File: config.mk
export PLATFORM = sky130hd
export DESIGN_NAME = out_reg_demux16
export DESIGN_NICKNAME = d
export VERILOG_FILES = /design/src/rtl/out_reg_demux16.sv
export SDC_FILE = /design/constraint.sdc
export NUM_CORES = 1
export LEC_CHECK = 0
export ABC_CLOCK_PERIOD_IN_PS = 3200
export CAP_MARGIN = 40
export CORE_ASPECT_RATIO = 1.2
export CORE_MARGIN = 2
export CORE_UTILIZATION = 26
export CTS_CLUSTER_DIAMETER = 100
export DETAILED_ROUTE_END_ITERATION = 10
export SLEW_MARGIN = 25
export SYNTH_ARGS = -nofsm -noshare
export SYNTH_HDL_FRONTEND = slang
export SYNTH_SLANG_ARGS = --single-unit
File: constraint.sdc
create_clock -name clk_i -period 3.2 [get_ports clk_i]
set_input_delay 0.64 -clock clk_i [delete_from_list [all_inputs] [get_ports clk_i]]
set_output_delay 0.64 -clock clk_i [all_outputs]
set_load 0.02 [all_outputs]
File: src/rtl/out_reg_demux16.sv
// out_reg_demux16
// Write-side steering of LSU stores into 16 memory-mapped output registers
// (LEDs, HEX displays, other output peripherals). A store is accepted into a
// one-entry commit stage by a valid/ready handshake. It then commits into the
// selected register under byte enables unless freeze_i holds it. A registered
// read-back port returns any register one cycle later, and it includes a write
// that commits on the same edge.
//
// Ports:
//   clk_i, rst_i          clock, synchronous active-high reset
//   wr_valid_i/wr_ready_o store handshake
//   wr_sel_i/data/be      destination index, data, byte enables
//   freeze_i              hold the staged write (no commit)
//   rd_sel_i/rd_data_o    read-back index and registered data
//   q_o                   all 16 registers flattened, reg n at [32n+31:32n]
//   wr_done_o             one-cycle pulse after a commit edge
//   commit_cnt_o          wrapping count of commits since reset
module out_reg_demux16 #(
    parameter int              DATA_W  = 32,
    parameter logic [DATA_W-1:0] RST_VAL = 32'h0000_0000,
    parameter int              CNT_W   = 16
) (
    input  logic                 clk_i,
    input  logic                 rst_i,
    input  logic                 wr_valid_i,
    output logic                 wr_ready_o,
    input  logic [3:0]           wr_sel_i,
    input  logic [DATA_W-1:0]    wr_data_i,
    input  logic [3:0]           wr_be_i,
    input  logic                 freeze_i,
    input  logic [3:0]           rd_sel_i,
    output logic [DATA_W-1:0]    rd_data_o,
    output logic [16*DATA_W-1:0] q_o,
    output logic                 wr_done_o,
    output logic [CNT_W-1:0]     commit_cnt_o
);

    logic [DATA_W-1:0] regs [16];

    logic              stg_vld;
    logic [3:0]        stg_sel;
    logic [DATA_W-1:0] stg_data;
    logic [3:0]        stg_be;

    logic              commit;
    logic              xfer;
    logic [DATA_W-1:0] merged;

    assign commit     = stg_vld & ~freeze_i;
    // An entry that commits this edge frees the stage, so accept a new one
    // on the same edge to sustain one write per cycle.
    assign wr_ready_o = ~stg_vld | ~freeze_i;
    assign xfer       = wr_valid_i & wr_ready_o;

    // New value of the target register after applying the byte enables.
    always_comb begin
        merged = regs[stg_sel];
        for (int k = 0; k < 4; k++) begin
            if (stg_be[k]) begin
                merged[8*k +: 8] = stg_data[8*k +: 8];
            end
        end
    end

    always_comb begin
        q_o = '0;
        for (int n = 0; n < 16; n++) begin
            q_o[n*DATA_W +: DATA_W] = regs[n];
        end
    end

    always_ff @(posedge clk_i) begin
        if (rst_i) begin
            for (int n = 0; n < 16; n++) begin
                regs[n] <= RST_VAL;
            end
            stg_vld      <= 1'b0;
            stg_sel      <= '0;
            stg_data     <= '0;
            stg_be       <= '0;
            wr_done_o    <= 1'b0;
            commit_cnt_o <= '0;
            rd_data_o    <= RST_VAL;
        end else begin
            wr_done_o <= commit;
            if (commit) begin
                regs[stg_sel] <= merged;
                commit_cnt_o  <= commit_cnt_o + 1'b1;
            end

            if (xfer) begin
                stg_vld  <= 1'b1;
                stg_sel  <= wr_sel_i;
                stg_data <= wr_data_i;
                stg_be   <= wr_be_i;
            end else if (commit) begin
                stg_vld <= 1'b0;
            end

            // Write-first: a read of the register committing on this edge
            // returns the new contents.
            if (commit && (stg_sel == rd_sel_i)) begin
                rd_data_o <= merged;
            end else begin
                rd_data_o <= regs[rd_sel_i];
            end
        end
    end

endmodule

# ---- Word level (Yosys, flattened, before mapping)
# Memories as Yosys holds them, arrays and structs flattened. A register that Yosys moved wholly into a read port is not among the register bits.
# Index checks and enable logic that the tools add are counted.
dict set report word_totals {
  reg_bits 58
  latchBits 0
  ramBits 512
  rom_bits 0
  input_bits 48
  out_inout_bits 562
  elab_cells 31
  mem_count 1
}
# memory words width read_ports rd_clocked_by_memory_dff wr line
set memory_table {}
lappend memory_table {regs 16 32 18 2 16 38} ;# logic [DATA_W-1:0] regs [16];
dict set report op_classes {
  add_sub_neg 1
  multipliers 0
  div_mod_pow 0
  magnitude_cmp 0
  eq_ne 0
  shift 0
  muxes 16
  n_bitwise 5
  n_reduce_logical 2
}
# operator count
set op_table {}
lappend op_table {{$mux W32} 1}
lappend op_table {{$mux W8} 4}
lappend op_table {{$reduce_or A32 Y1} 1}
lappend op_table {{$add A16 B1 Y16 const B} 1}
lappend op_table {{$mux W4} 3}
lappend op_table {{$mux W1} 8}
lappend op_table {{$and A1 B1 Y1} 2}
lappend op_table {{$not A1 Y1} 2}
lappend op_table {{$reduce_bool A2 Y1} 1}
lappend op_table {{$or A1 B1 Y1} 1}

# ---- Longest topological paths before layout
dict set report depth {
  ltp_word 7
  mapped_depth 10
  ltp_nobuf 5
}

# ---- Least setup slack after synthesis
# No wires, ideal clock.
dict set report synth_timing {
  kind {input to register}
  from {input freeze_i}
  to {memory regs[9][0], enable pin}
  setup_ps 394
  t_arrival_ps 2207
  t_required_ps 2806
  slack_ps 599
  path_stages 3
  path_cell_list {nor4_1 > nand2_1 > nand2b_1}
}
# element line
set synth_lines {}
lappend synth_lines {{from (decl)} 30} ;# input logic freeze_i,
lappend synth_lines {{to (decl)} 38}

==> results.toml <==
[synth]
yosys_register_bits = 606
synth_top_area_cell = "edfxtp_1"
synth_seq_area_share_pct = 56.8
yosysWarnings = 0
synth_nets = 2370
syn_inst = 2321
netlist.area_leader.share_pct = 50.6
synth-edff-count = 512
synth_flop_cell = "edfxtp_1"
synth_area_mm2 = 0.0304
synthArstFlopShare_pct = 0
synth.area.top_cells = "edfxtp_1 51%, mux4_2 9.5%, dfxtp_1 6.2%, nor2_1 6.2%, mux2_2 4.7%"
synth_area_per_cell_um2 = 13.1
ys_types = 37

[setup_path]
crit_top_cell = "buf_12"
crit_path_max_incr_delay_ns = 0.70
crit_chain = "buf_12 > buf_12 > mux2_2 > o221ai_1 > a221o_1 > o22ai_1"
cp.depth = 6
critPathRequiredTime_ns = 3.66
r2r-end = "rd_data_o[23]$_SDFF_PP0_"
path_max_fanout = 42
path_class = "reg2reg"
crit_end = "rd_data_o[23]$_SDFF_PP0_"
r2r_slack_ns = 0.35
start_kind = "register"
critPathTopFamily = "compound AO/OA/AOI/OAI gates"
cpMaxStageDelayCell = "a221o_1"
reg2regPathDepth = 6
cp_num_buf_inv = 2
end_kind = "register"
worstPathArrival_ns = 3.31

[finish]
design_area_mm2 = 0.0415
final_util_pct = 35.8
drive_above_1_share_pct = 21.6
fillerInstances = 11200
nets = 2971
area_growth_pct = 36.7

[clock_tree]
clk_latency_ns = 0.64
postCtsSetupRepairBufs = 0
root_buffer = "clkbuf_16"
cts_hold_repair.buffers = 0
htree_levels = 3
clock_path_buffers = 3
clkSlewWorstSetupHoldPaths_ns = 0.06
cts_resized = 0
cts-buffers-inserted = 73
clock-sinks = 606
cts_tree = "built"

[sta]
setup_viol = 0
whs_ns = 0.372
worst_pin_slew_ns = 0.784
hold_viol = 0
max_freq_mhz = 351
maxSlewHeadroom_pct = 47.8
rsz0062_at_grt = "no"
skew_ns = 0.0332
fin_setup_tns_ns = 0
drv_slew = 0
fin_ws_ns = 0.348
min_period_ns = 2.85
fin_crit_sh_pct = 89.1

[global_route]
grt_pass1_vias = 23800
grt-ovfl-total = 0
grtUsageTotal_pct = 23.7
grt_pass1_wl_um = 196000
grt_start_max_net_pins = 62
antenna_found_initial = 4

[floorplanning]
die_h_um = 378
core_mm2 = 0.116
die_area_mm2 = 0.120
floorplan.initialDensity_pct = 26.2
row_count = 137
io_pins = 610
die_w_um = 316

[route]
detail_route.vias_per_cell = 5.32
drc = 0
finalWirelength_um = 145000
num_vias = 24000
drtIter0Drc = 2595
antenna_left = 0
wl_per_cell_um = 32.2
drtPass1Iterations = 5

[power]
p_per_area_mw_per_mm2 = 518
leakage_nw = 14.6
ir_drop_mv = 0.321

[outcome]
status = "finished, final reports clean"

[worst_hold_path]
hold_path_class = "in2reg"

[flow_run]
max-cap-violations = 0

[placed_design]
io_buffers = 609
dpl_cell_area_mm2 = 0.0390
place_hpwl_um = 101000
place.gp.congestion = 0.878
place_ws_ns = 0.208
-- worst reg2reg max path: stages (launching register included) --
cell and delay [ns]:
dfxtp_4 0.45, buf_12 0.22, buf_12 0.31, mux2_2 0.43
o221ai_1 0.29, a221o_1 0.70, o22ai_1 0.28
-- stage by stage --
stage | instances | power (W)
3_3_place_gp | 4373 | 0.0129
2_1_floorplan | 2321 | 0.0114
5_1_grt | 4510 | 0.0221
6_report | 4512 | 0.0215
4_1_cts | 4510 | 0.0216
3_5_place_dp | 4376 | 0.0129
-- per-layer routing --
layer	vias to the layer above	global-route usage [%]	part of all wire, %
li1	9916	-	-
met1	12200	28.5	37
met2	1536	39.8	49
met3	305	5.83	9.6
met4	4	10.5	4.4
met5	-	0	0.019
-- layout by cell type (no fill, tap or decap), types with 48 or more instances in the layout --
| master | instances |
|---|---|
| o221ai_1 | 62 |
| clkbuf_16 | 79 |
| mux2i_1 | 128 |
| mux2_2 | 128 |
| mux4_2 | 128 |
| dfxtp_1 | 93 |
| nor2_1 | 499 |
| buf_12 | 55 |
| nor2_2 | 48 |
| buf_4 | 108 |
| a22o_1 | 64 |
| a22oi_1 | 62 |
| edfxtp_1 | 512 |
| nand2_1 | 90 |
| clkdlybuf4s50_1 | 606 |
-- layout make-up --
class / instances / area, µm² / area share (%)
clock inverter: 28 / 342 / 0.823
tap: 1529 / 1910 / 4.61
timing repair buffer: 771 / 8000 / 19.3
inverter: 1 / 3.75 / 0.00905
clock buffer: 106 / 2140 / 5.15
sequential: 606 / 17300 / 41.6
antenna: 2 / 5.00 / 0.0121
multi-input combinational: 1469 / 11800 / 28.5
-- logic make-up after synthesis --
| family | count (synthesis) | share of synthesized area (%) |
|---|---|---|
| flip-flops | 606 | 56.8 |
| multiplexers | 384 | 18.5 |
| AO/OA/AOI/OAI | 304 | 7.78 |
| buffers and inverters | 246 | 5.37 |
| adder cells (fa/ha/maj) | 1 | 0.0412 |
| AND/OR/NAND/NOR | 764 | 11.0 |
| XOR/XNOR | 16 | 0.462 |
-- worst min-delay path by stage --
stage | startpoint | to | slack (ns) | depth (start not counted)
after global placement | stg_data[4]$_SDFFE_PP0P_ | stg_data[4]$_SDFFE_PP0P_ | 0.44 | 2
after global routing | rst_i | commit_cnt_o[3]$_SDFFE_PP0N_ | 0.37 | 2
after detailed placement | stg_data[5]$_SDFFE_PP0P_ | stg_data[5]$_SDFFE_PP0P_ | 0.45 | 2
after CTS | rst_i | commit_cnt_o[11]$_SDFFE_PP0N_ | 0.33 | 2
final | rst_i | commit_cnt_o[11]$_SDFFE_PP0N_ | 0.37 | 2
after floorplan | stg_data[0]$_SDFFE_PP0P_ | stg_data[0]$_SDFFE_PP0P_ | 0.44 | 2
-- Yosys cell counts, drive strengths merged (8+ instances only) --
library cell	number
a221o	34
edfxtp	512
a22oi	62
o22ai	34
a21oi	45
nand3	9
mux2	128
mux2i	128
xnor2	8
nand2b	20
nor2	569
mux4	128
buf	119
a22o	64
xor2	8
o221ai	62
clkbuf	126
nor2b	42
nand2	104
dfxtp	94
-- power by group --
group | switching [W] | internal (W)
registers | 0.000355 | 0.00886
logic | 0.00213 | 0.00145
clock network | 0.00347 | 0.00523
-- registers in the layout, indices dropped and copies added, names as in the netlist, named ones only --
register      flops
regs            512
rd_data_o        32
commit_cnt_o     16
stg_be            4
wr_done_o         1
stg_vld           1
stg_data         32
stg_sel           4
Note: power is estimated with default switching activity, not from simulation.
